`src/rtl/ppu_rd_snoop.sv`:
```
// PPU read-strobe snooper for CHR-latch mappers (MMC2/MMC4): filters glitch strobes,
// captures the fetch address mid-strobe and emits decoded latch-trigger pulses.
module ppu_rd_snoop #(
    parameter int SAMPLE_DLY    = 3,
    parameter int MIN_LOW       = 4,
    parameter int IDLE_CYC      = 1024,
    parameter bit LO_FULL_RANGE = 1'b0
) (
    input  logic        clk,
    input  logic        rst,
    input  logic        ppu_oe,
    input  logic [13:0] ppu_addr,
    input  logic        ss_act,
    output logic        rd_strb,
    output logic [13:0] rd_addr,
    output logic        lat0_clr,
    output logic        lat0_set,
    output logic        lat1_clr,
    output logic        lat1_set,
    output logic        ppu_idle,
    output logic [3:0]  glitch_cnt
);

    localparam int              IW       = $clog2(IDLE_CYC + 1);
    localparam logic [IW-1:0]   IDLE_MAX = IW'(IDLE_CYC);
    localparam logic [3:0]      SDLY     = 4'(SAMPLE_DLY);
    localparam logic [4:0]      MINL     = 5'(MIN_LOW);

    typedef enum logic {S_IDLE, S_LOW} state_t;

    state_t        state_q, state_d;
    logic          sync1_q, sync1_d;
    logic          sync2_q, sync2_d;
    logic [1:0]    settle_q, settle_d;
    logic          arm_q, arm_d;
    logic [3:0]    low_cnt_q, low_cnt_d;
    logic [13:0]   cap_addr_q, cap_addr_d;
    logic          rd_strb_q, rd_strb_d;
    logic [13:0]   rd_addr_q, rd_addr_d;
    logic          lat0_clr_q, lat0_clr_d;
    logic          lat0_set_q, lat0_set_d;
    logic          lat1_clr_q, lat1_clr_d;
    logic          lat1_set_q, lat1_set_d;
    logic [3:0]    glitch_q, glitch_d;
    logic [IW-1:0] idle_cnt_q, idle_cnt_d;

    logic oe_s;
    logic settled;
    logic hit_l0c, hit_l0s, hit_l1c, hit_l1s;

    assign oe_s    = sync2_q;
    assign settled = (settle_q == 2'd2);

    always_comb begin
        if (LO_FULL_RANGE) begin
            hit_l0c = (cap_addr_q[13:3] == 11'h1FB);
            hit_l0s = (cap_addr_q[13:3] == 11'h1FD);
        end else begin
            hit_l0c = (cap_addr_q == 14'h0FD8);
            hit_l0s = (cap_addr_q == 14'h0FE8);
        end
        hit_l1c = (cap_addr_q[13:3] == 11'h3FB);
        hit_l1s = (cap_addr_q[13:3] == 11'h3FD);
    end

    always_comb begin
        sync1_d  = ppu_oe;
        sync2_d  = sync1_q;
        // Synchronizer contents are reset artifacts for two cycles; only a genuinely
        // observed high arms the FSM, so a strobe held low across reset is ignored.
        settle_d = settled ? settle_q : settle_q + 2'd1;
        arm_d    = arm_q | (settled & oe_s);

        state_d    = state_q;
        low_cnt_d  = low_cnt_q;
        cap_addr_d = cap_addr_q;
        rd_strb_d  = 1'b0;
        rd_addr_d  = rd_addr_q;
        lat0_clr_d = 1'b0;
        lat0_set_d = 1'b0;
        lat1_clr_d = 1'b0;
        lat1_set_d = 1'b0;
        glitch_d   = glitch_q;

        case (state_q)
            S_IDLE: begin
                if (arm_q && !oe_s) begin
                    state_d   = S_LOW;
                    low_cnt_d = 4'd1;
                end
            end
            S_LOW: begin
                if (!oe_s) begin
                    if (low_cnt_q != 4'hF) low_cnt_d = low_cnt_q + 4'd1;
                    if (low_cnt_q == SDLY) cap_addr_d = ppu_addr;
                end else begin
                    state_d = S_IDLE;
                    if ({1'b0, low_cnt_q} >= MINL) begin
                        rd_strb_d  = 1'b1;
                        rd_addr_d  = cap_addr_q;
                        lat0_clr_d = hit_l0c & ~ss_act;
                        lat0_set_d = hit_l0s & ~ss_act;
                        lat1_clr_d = hit_l1c & ~ss_act;
                        lat1_set_d = hit_l1s & ~ss_act;
                    end else if (glitch_q != 4'hF) begin
                        glitch_d = glitch_q + 4'd1;
                    end
                end
            end
            default: state_d = S_IDLE;
        endcase

        if (rd_strb_q)                    idle_cnt_d = '0;
        else if (idle_cnt_q == IDLE_MAX)  idle_cnt_d = idle_cnt_q;
        else                              idle_cnt_d = idle_cnt_q + IW'(1);
    end

    always_ff @(posedge clk) begin
        if (rst) begin
            state_q    <= S_IDLE;
            sync1_q    <= 1'b1;
            sync2_q    <= 1'b1;
            settle_q   <= 2'd0;
            arm_q      <= 1'b0;
            low_cnt_q  <= 4'd0;
            cap_addr_q <= 14'd0;
            rd_strb_q  <= 1'b0;
            rd_addr_q  <= 14'd0;
            lat0_clr_q <= 1'b0;
            lat0_set_q <= 1'b0;
            lat1_clr_q <= 1'b0;
            lat1_set_q <= 1'b0;
            glitch_q   <= 4'd0;
            idle_cnt_q <= '0;
        end else begin
            state_q    <= state_d;
            sync1_q    <= sync1_d;
            sync2_q    <= sync2_d;
            settle_q   <= settle_d;
            arm_q      <= arm_d;
            low_cnt_q  <= low_cnt_d;
            cap_addr_q <= cap_addr_d;
            rd_strb_q  <= rd_strb_d;
            rd_addr_q  <= rd_addr_d;
            lat0_clr_q <= lat0_clr_d;
            lat0_set_q <= lat0_set_d;
            lat1_clr_q <= lat1_clr_d;
            lat1_set_q <= lat1_set_d;
            glitch_q   <= glitch_d;
            idle_cnt_q <= idle_cnt_d;
        end
    end

    assign rd_strb    = rd_strb_q;
    assign rd_addr    = rd_addr_q;
    assign lat0_clr   = lat0_clr_q;
    assign lat0_set   = lat0_set_q;
    assign lat1_clr   = lat1_clr_q;
    assign lat1_set   = lat1_set_q;
    assign glitch_cnt = glitch_q;
    assign ppu_idle   = (idle_cnt_q == IDLE_MAX);

endmodule

```
`config.mk`:
```
export PLATFORM = sky130hd
export DESIGN_NAME = ppu_rd_snoop
export DESIGN_NICKNAME = d
export VERILOG_FILES = /design/src/rtl/ppu_rd_snoop.sv
export SDC_FILE = /design/constraint.sdc
export NUM_CORES = 1
export LEC_CHECK = 0
export BUFFER_PORTS_ARGS = -buffer_cell sky130_fd_sc_hd__buf_2
export CELL_PAD_IN_SITES_DETAIL_PLACEMENT = 1
export CELL_PAD_IN_SITES_GLOBAL_PLACEMENT = 1
export CORE_ASPECT_RATIO = 1.25
export CORE_MARGIN = 4
export CORE_UTILIZATION = 41
export CTS_CLUSTER_DIAMETER = 100
export DETAILED_ROUTE_END_ITERATION = 8
export PLACE_DENSITY = 0.9
export SETUP_SLACK_MARGIN = 0.3
export SLEW_MARGIN = 10
export SYNTH_ARGS = -nofsm -noshare
export SYNTH_HDL_FRONTEND = slang
export SYNTH_SLANG_ARGS = --single-unit
```
`constraint.sdc`:
```
create_clock -name clk -period 1.82 [get_ports clk]
set_input_delay 0.273 -clock clk [delete_from_list [all_inputs] [get_ports clk]]
set_output_delay 0.273 -clock clk [all_outputs]
set_load 0.01 [all_outputs]
```
# Word level (Yosys, flattened, before mapping)
# Cells that the tools add are included.
word_totals:
  mem_bits_ro: 0
  mem_count: 0
  mem_bits_rw: 0
  in_bits: 18
  out_inout_bits: 24
  reg_bits: 58
  wordCells: 59
  latchBits: 0
classes:
  n_mul: 0
  n_lt_le_gt_ge: 1
  div: 0
  n_eq_ne: 12
  bitwise: 10
  n_shift: 0
  n_mux: 8
  reduce_logical: 9
  add_sub_neg: 4
ops:
  columns: ["cell", "count"]
  rows:
  - ["14-bit by 12-bit == test with 1-bit output (second input constant)", 2]
  - ["11-bit by 10-bit == test with 1-bit output (second input constant)", 2]
  - ["4-bit 2-to-1 mux", 3]
  - ["11-bit by 1-bit adder with 11-bit output (second input constant)", 1]
  - ["11-bit == test (second input constant)", 1]
  - ["3-bit AND reduction", 3]
  - ["4-bit by 1-bit adder with 4-bit output (second input constant)", 2]
  - ["4-bit inequality test (second input constant)", 2]
  - ["4-bit one-hot mux with 2 select lines", 1]
  - ["1-bit AND", 5]
  - ["4-bit by 2-bit == test with 1-bit output (second input constant)", 1]
  - ["4-bit by 3-bit >= comparator with 1-bit output (second input constant)", 1]
  - ["2-bit inequality test (second input constant)", 2]
  - ["1-bit NOT", 4]
  - ["4-bit AND reduction", 1]
  - ["4-bit OR reduction", 1]
  - ["1-bit 2-to-1 mux", 3]
  - ["3-bit OR reduction", 1]
  - ["2-bit by 1-bit adder with 2-bit output (second input constant)", 1]
  - ["2-bit == test (second input constant)", 1]
  - ["2-bit by 1-bit inequality test with 1-bit output (second input constant)", 1]
  - ["1-bit one-hot mux with 2 select lines", 1]
  - ["2-bit OR reduction", 1]
  - ["1-bit logical AND", 1]
  - ["other kinds (2)", 2]

# Logic depth before layout (Yosys ltp)
logic_depth:
  depth_word: 4
  mapped_depth: 5
  depth_no_buf: 5

# Least setup slack after synthesis
# OpenSTA, ideal clock, no wires.
synth_path:
  path_type: "reg2reg"
  from: "reg low_cnt_q[0]"
  to: "reg low_cnt_q[3]"
  synth_period_minus_slack_ns: 1.420
  path_slack_ns: 0.400
  path_stages_with_launch: 5
  setup_ns: 0.116
  required_time_ns: 1.704
  path_buffers: 0
  arrival_time_ns: 1.304
  cell_sequence: "dfxtp_1 ha_1 and4_1 o31a_1 o211a_1"
synth_via:
  elab_chain_cells: 4
  word_cells_on_any_way: 7
  cone_classes: "1 x add/sub; 2 x eq/ne; 3 x mux; 1 x reduce/logical"
synth_lines:
  columns: ["element", "line_no", "text"]
  rows:
  - ["start: declaration", "36", "logic [3:0] low_cnt_q, low_cnt_d;"]
  - ["start signal: assignment", "141", "low_cnt_q <= low_cnt_d;"]
  - ["4-bit by 1-bit adder with 4-bit output", "94", "if (low_cnt_q != 4'hF) low_cnt_d = low_cnt_q + 4'd1;"]
  - ["4-bit 2-to-1 mux", "94", null]
  - ["4-bit 2-to-1 mux", "93", "if (!oe_s) begin"]
  - ["4-bit one-hot mux with 2 select lines", "85", "case (state_q)"]
# Parallel ways exist; a longest one is shown, timed or not. The select of a mux whose other input is x is not followed.
# A chain may end at the register's enable or synchronous reset.

# Final worst setup path
layout_path:
  from: "reg idle_cnt_q[2]"
  to: "out ppu_idle"
layout_via:
  elab_chain_cells: 1
layout_lines:
  columns: ["element", "line_no", "text"]
  rows:
  - ["start: declaration", "45", "logic [IW-1:0] idle_cnt_q, idle_cnt_d;"]
  - ["start signal: assignment", "150", "idle_cnt_q <= idle_cnt_d;"]
  - ["11-bit == test", "161", "assign ppu_idle = (idle_cnt_q == IDLE_MAX);"]
  - ["end: declaration", "20", "output logic ppu_idle,"]
# No other way between the ends.

==> run metrics <==
status complete, no violations; largest net degree at the start of global routing 42; Worst Hold Class in -> reg; leakage 1.15 nW; first drt pass iteration count 4; Residual DRC 0; Num CTS Buffers 9; most frequent cells in the layout dfxtp_1, buf_2, a21oi_1; Final period util 0.894; R2R setup slack 0.34 ns; GRT Resource Usage Total 0.189; H-tree depth 3; setup TNS 0 ns; DP HPWL 4.37 mm; Synth area leader dfxtp_1; final hold viol count 0; worst r2r dst idle_cnt_q[0]; type of origin of the critical path flip-flop; GRT met3 Usage 0.0345; mapped cell area 0.00241 mm2; TritonCTS clock tree done; R2R depth 4; crit path capture ppu_idle; Area after DPL 0.00266 mm2; Yosys reg bits 58; Setup WS post-layout 0.193 ns; Fin Clk Skew 0.00824 ns; max cap viols 0; P per Cell Area 911 mW/mm2; # diodes 0; Die X 76.6 um; Tmin final 1.63 ns; total gr overflow 0; fmax 0.615 GHz; VDD IR-drop max 549 uV; Slew headroom 0.633; crit path launch idle_cnt_q[2]; CTS clk-pin slew, worst paths 0.06 ns; clk buf depth 2; WP data arrival 1.35 ns; Sink Count 58; Die Ht 93.8 um; Worst Path Max Fanout 2; vias in the first global route 2,285; final WL 6.44 mm; Slew Viols, Final 0; critical setup path kind reg -> out; WL per Instance 16.6 um; met2 Use GR 0.344; most common cell after layout, fill and taps aside dfxtp_1; PortBufs 41; worst hold margin 0.120 ns; unique cell type count in the Yosys netlist 46; CP required 1.55 ns; first-pass GRT wire length 10.8 mm; Async SR Flop Fraction 0; most used routing layer met2; Design Power 2.70 mW; DRT antenna net count 0; Post-synth EDFFs 0; synth top area cells dfxtp_1, a21oi_1, nand2_1; Rows 31; worst-margin pin slew 0.549 ns; Clk Latency, worst-skew pair 0.34 ns; post-synth top area share 0.481; cell count after synthesis 275; total vias in the final route 2,223; fin area 0.00296 mm2; initial antenna violation count 0; RSZ-0062 raised after global routing yes; IO Count 42; Nets 343; CP Capture Type output port; Yosys warning count 0; Primary FF master, synth dfxtp_1; Core Area 0.00574 mm2; CTS hold repair buffers 0; Die Area 0.00719 mm2; # fillers 696; initial core utilization 0.421; syn nets 298; clk root buf clkbuf_8; endpoints failing setup 0; sequential area share after synthesis 0.481; reg2reg start idle_cnt_q[2]; synthesized area per cell 8.78 um2; Place WS 0.306 ns; Layout Cells excl Fill 389; Via density 5.71; DP Cell Count 371; Layout area overhead 22.5%; GR Util met1 0.213; Initial DRC Count 117; global placement routability congestion 0.812; final core utilization 0.515; share of cells above drive strength 1 0.285
==> critical path, cell delays in order, from the launching register on <==
cell     delay (ns)
dfxtp_4        0.35
nor4b_4        0.26
and4b_2        0.29
buf_6          0.11
==> routing by layer <==
metal,part of all wire,vias up
li1,-,1082
met1,0.43,1081
met2,0.52,46
met3,0.039,14
met4,0.019,0
met5,0,-
==> cells in the mapped netlist, types with 5 or more instances <==
library cell	count
clkbuf_1	7
buf_2	7
dfxtp_1	58
or3_1	5
o21ai_0	10
nand3_1	22
nor4_1	6
a21oi_1	38
nand2_1	34
o21ai_1	9
ha_1	5
nor2_1	12
inv_1	8
==> area by class of cell <==
cell class / instances / area (um2) / area share
Clock buffer: 11 / 151 / 0.0512
Sequential cell: 58 / 1190 / 0.401
Timing Repair Buffer: 51 / 290 / 0.0981
Clock inverter: 3 / 40.0 / 0.0135
Multi-Input combinational cell: 192 / 1180 / 0.398
Tap cell: 66 / 82.6 / 0.0279
Inverter: 8 / 30.0 / 0.0102
==> registers in the layout, summed over array words and instances, names as in the netlist, 2 cells and up <==
| name | flops |
|---|---|
| cap_addr_q | 14 |
| rd_addr | 14 |
| idle_cnt_q | 11 |
| glitch_cnt | 4 |
| low_cnt_q | 4 |
| settle_q | 2 |
==> worst min-delay path by stage <==
stage / start / endpoint / slack [ns] / cells past startpoint
2_1_floorplan: ppu_oe / sync1_q / 0.38 / 1
3_3_place_gp: sync1_q / oe_s / 0.39 / 1
3_5_place_dp: sync1_q / oe_s / 0.40 / 1
4_1_cts: ppu_oe / sync1_q / 0.12 / 2
5_1_grt: ppu_oe / sync1_q / 0.13 / 2
6_report: ppu_oe / sync1_q / 0.12 / 2
==> logic make-up after synthesis <==
| logic type | after synthesis | synth area share |
|---|---|---|
| AND/OR/NAND/NOR | 107 | 0.244 |
| multiplexers | 2 | 0.00881 |
| AO/OA/AOI/OAI | 75 | 0.179 |
| adder cells (fa/ha/maj) | 5 | 0.0259 |
| XOR/XNOR | 3 | 0.0109 |
| flip-flops | 58 | 0.481 |
| buffers and inverters | 25 | 0.0503 |
==> repair_timing <==
| action | 4_1_cts | 5_1_grt |
|---|---|---|
| setup endpoints to repair | 3 | 24 |
| pin swaps | 2 | 3 |
| gates resized for setup | 17 | 11 |
| buffers inserted | 4 | 0 |
==> power by group <==
part | total (mW) | internal [mW] | switching, mW | leakage [nW]
Combinational | 0.174 | 0.0758 | 0.0982 | 0.573
Sequential | 1.34 | 1.31 | 0.0322 | 0.475
Clock | 1.18 | 0.686 | 0.498 | 0.101
(Power assumes the default switching activity.)
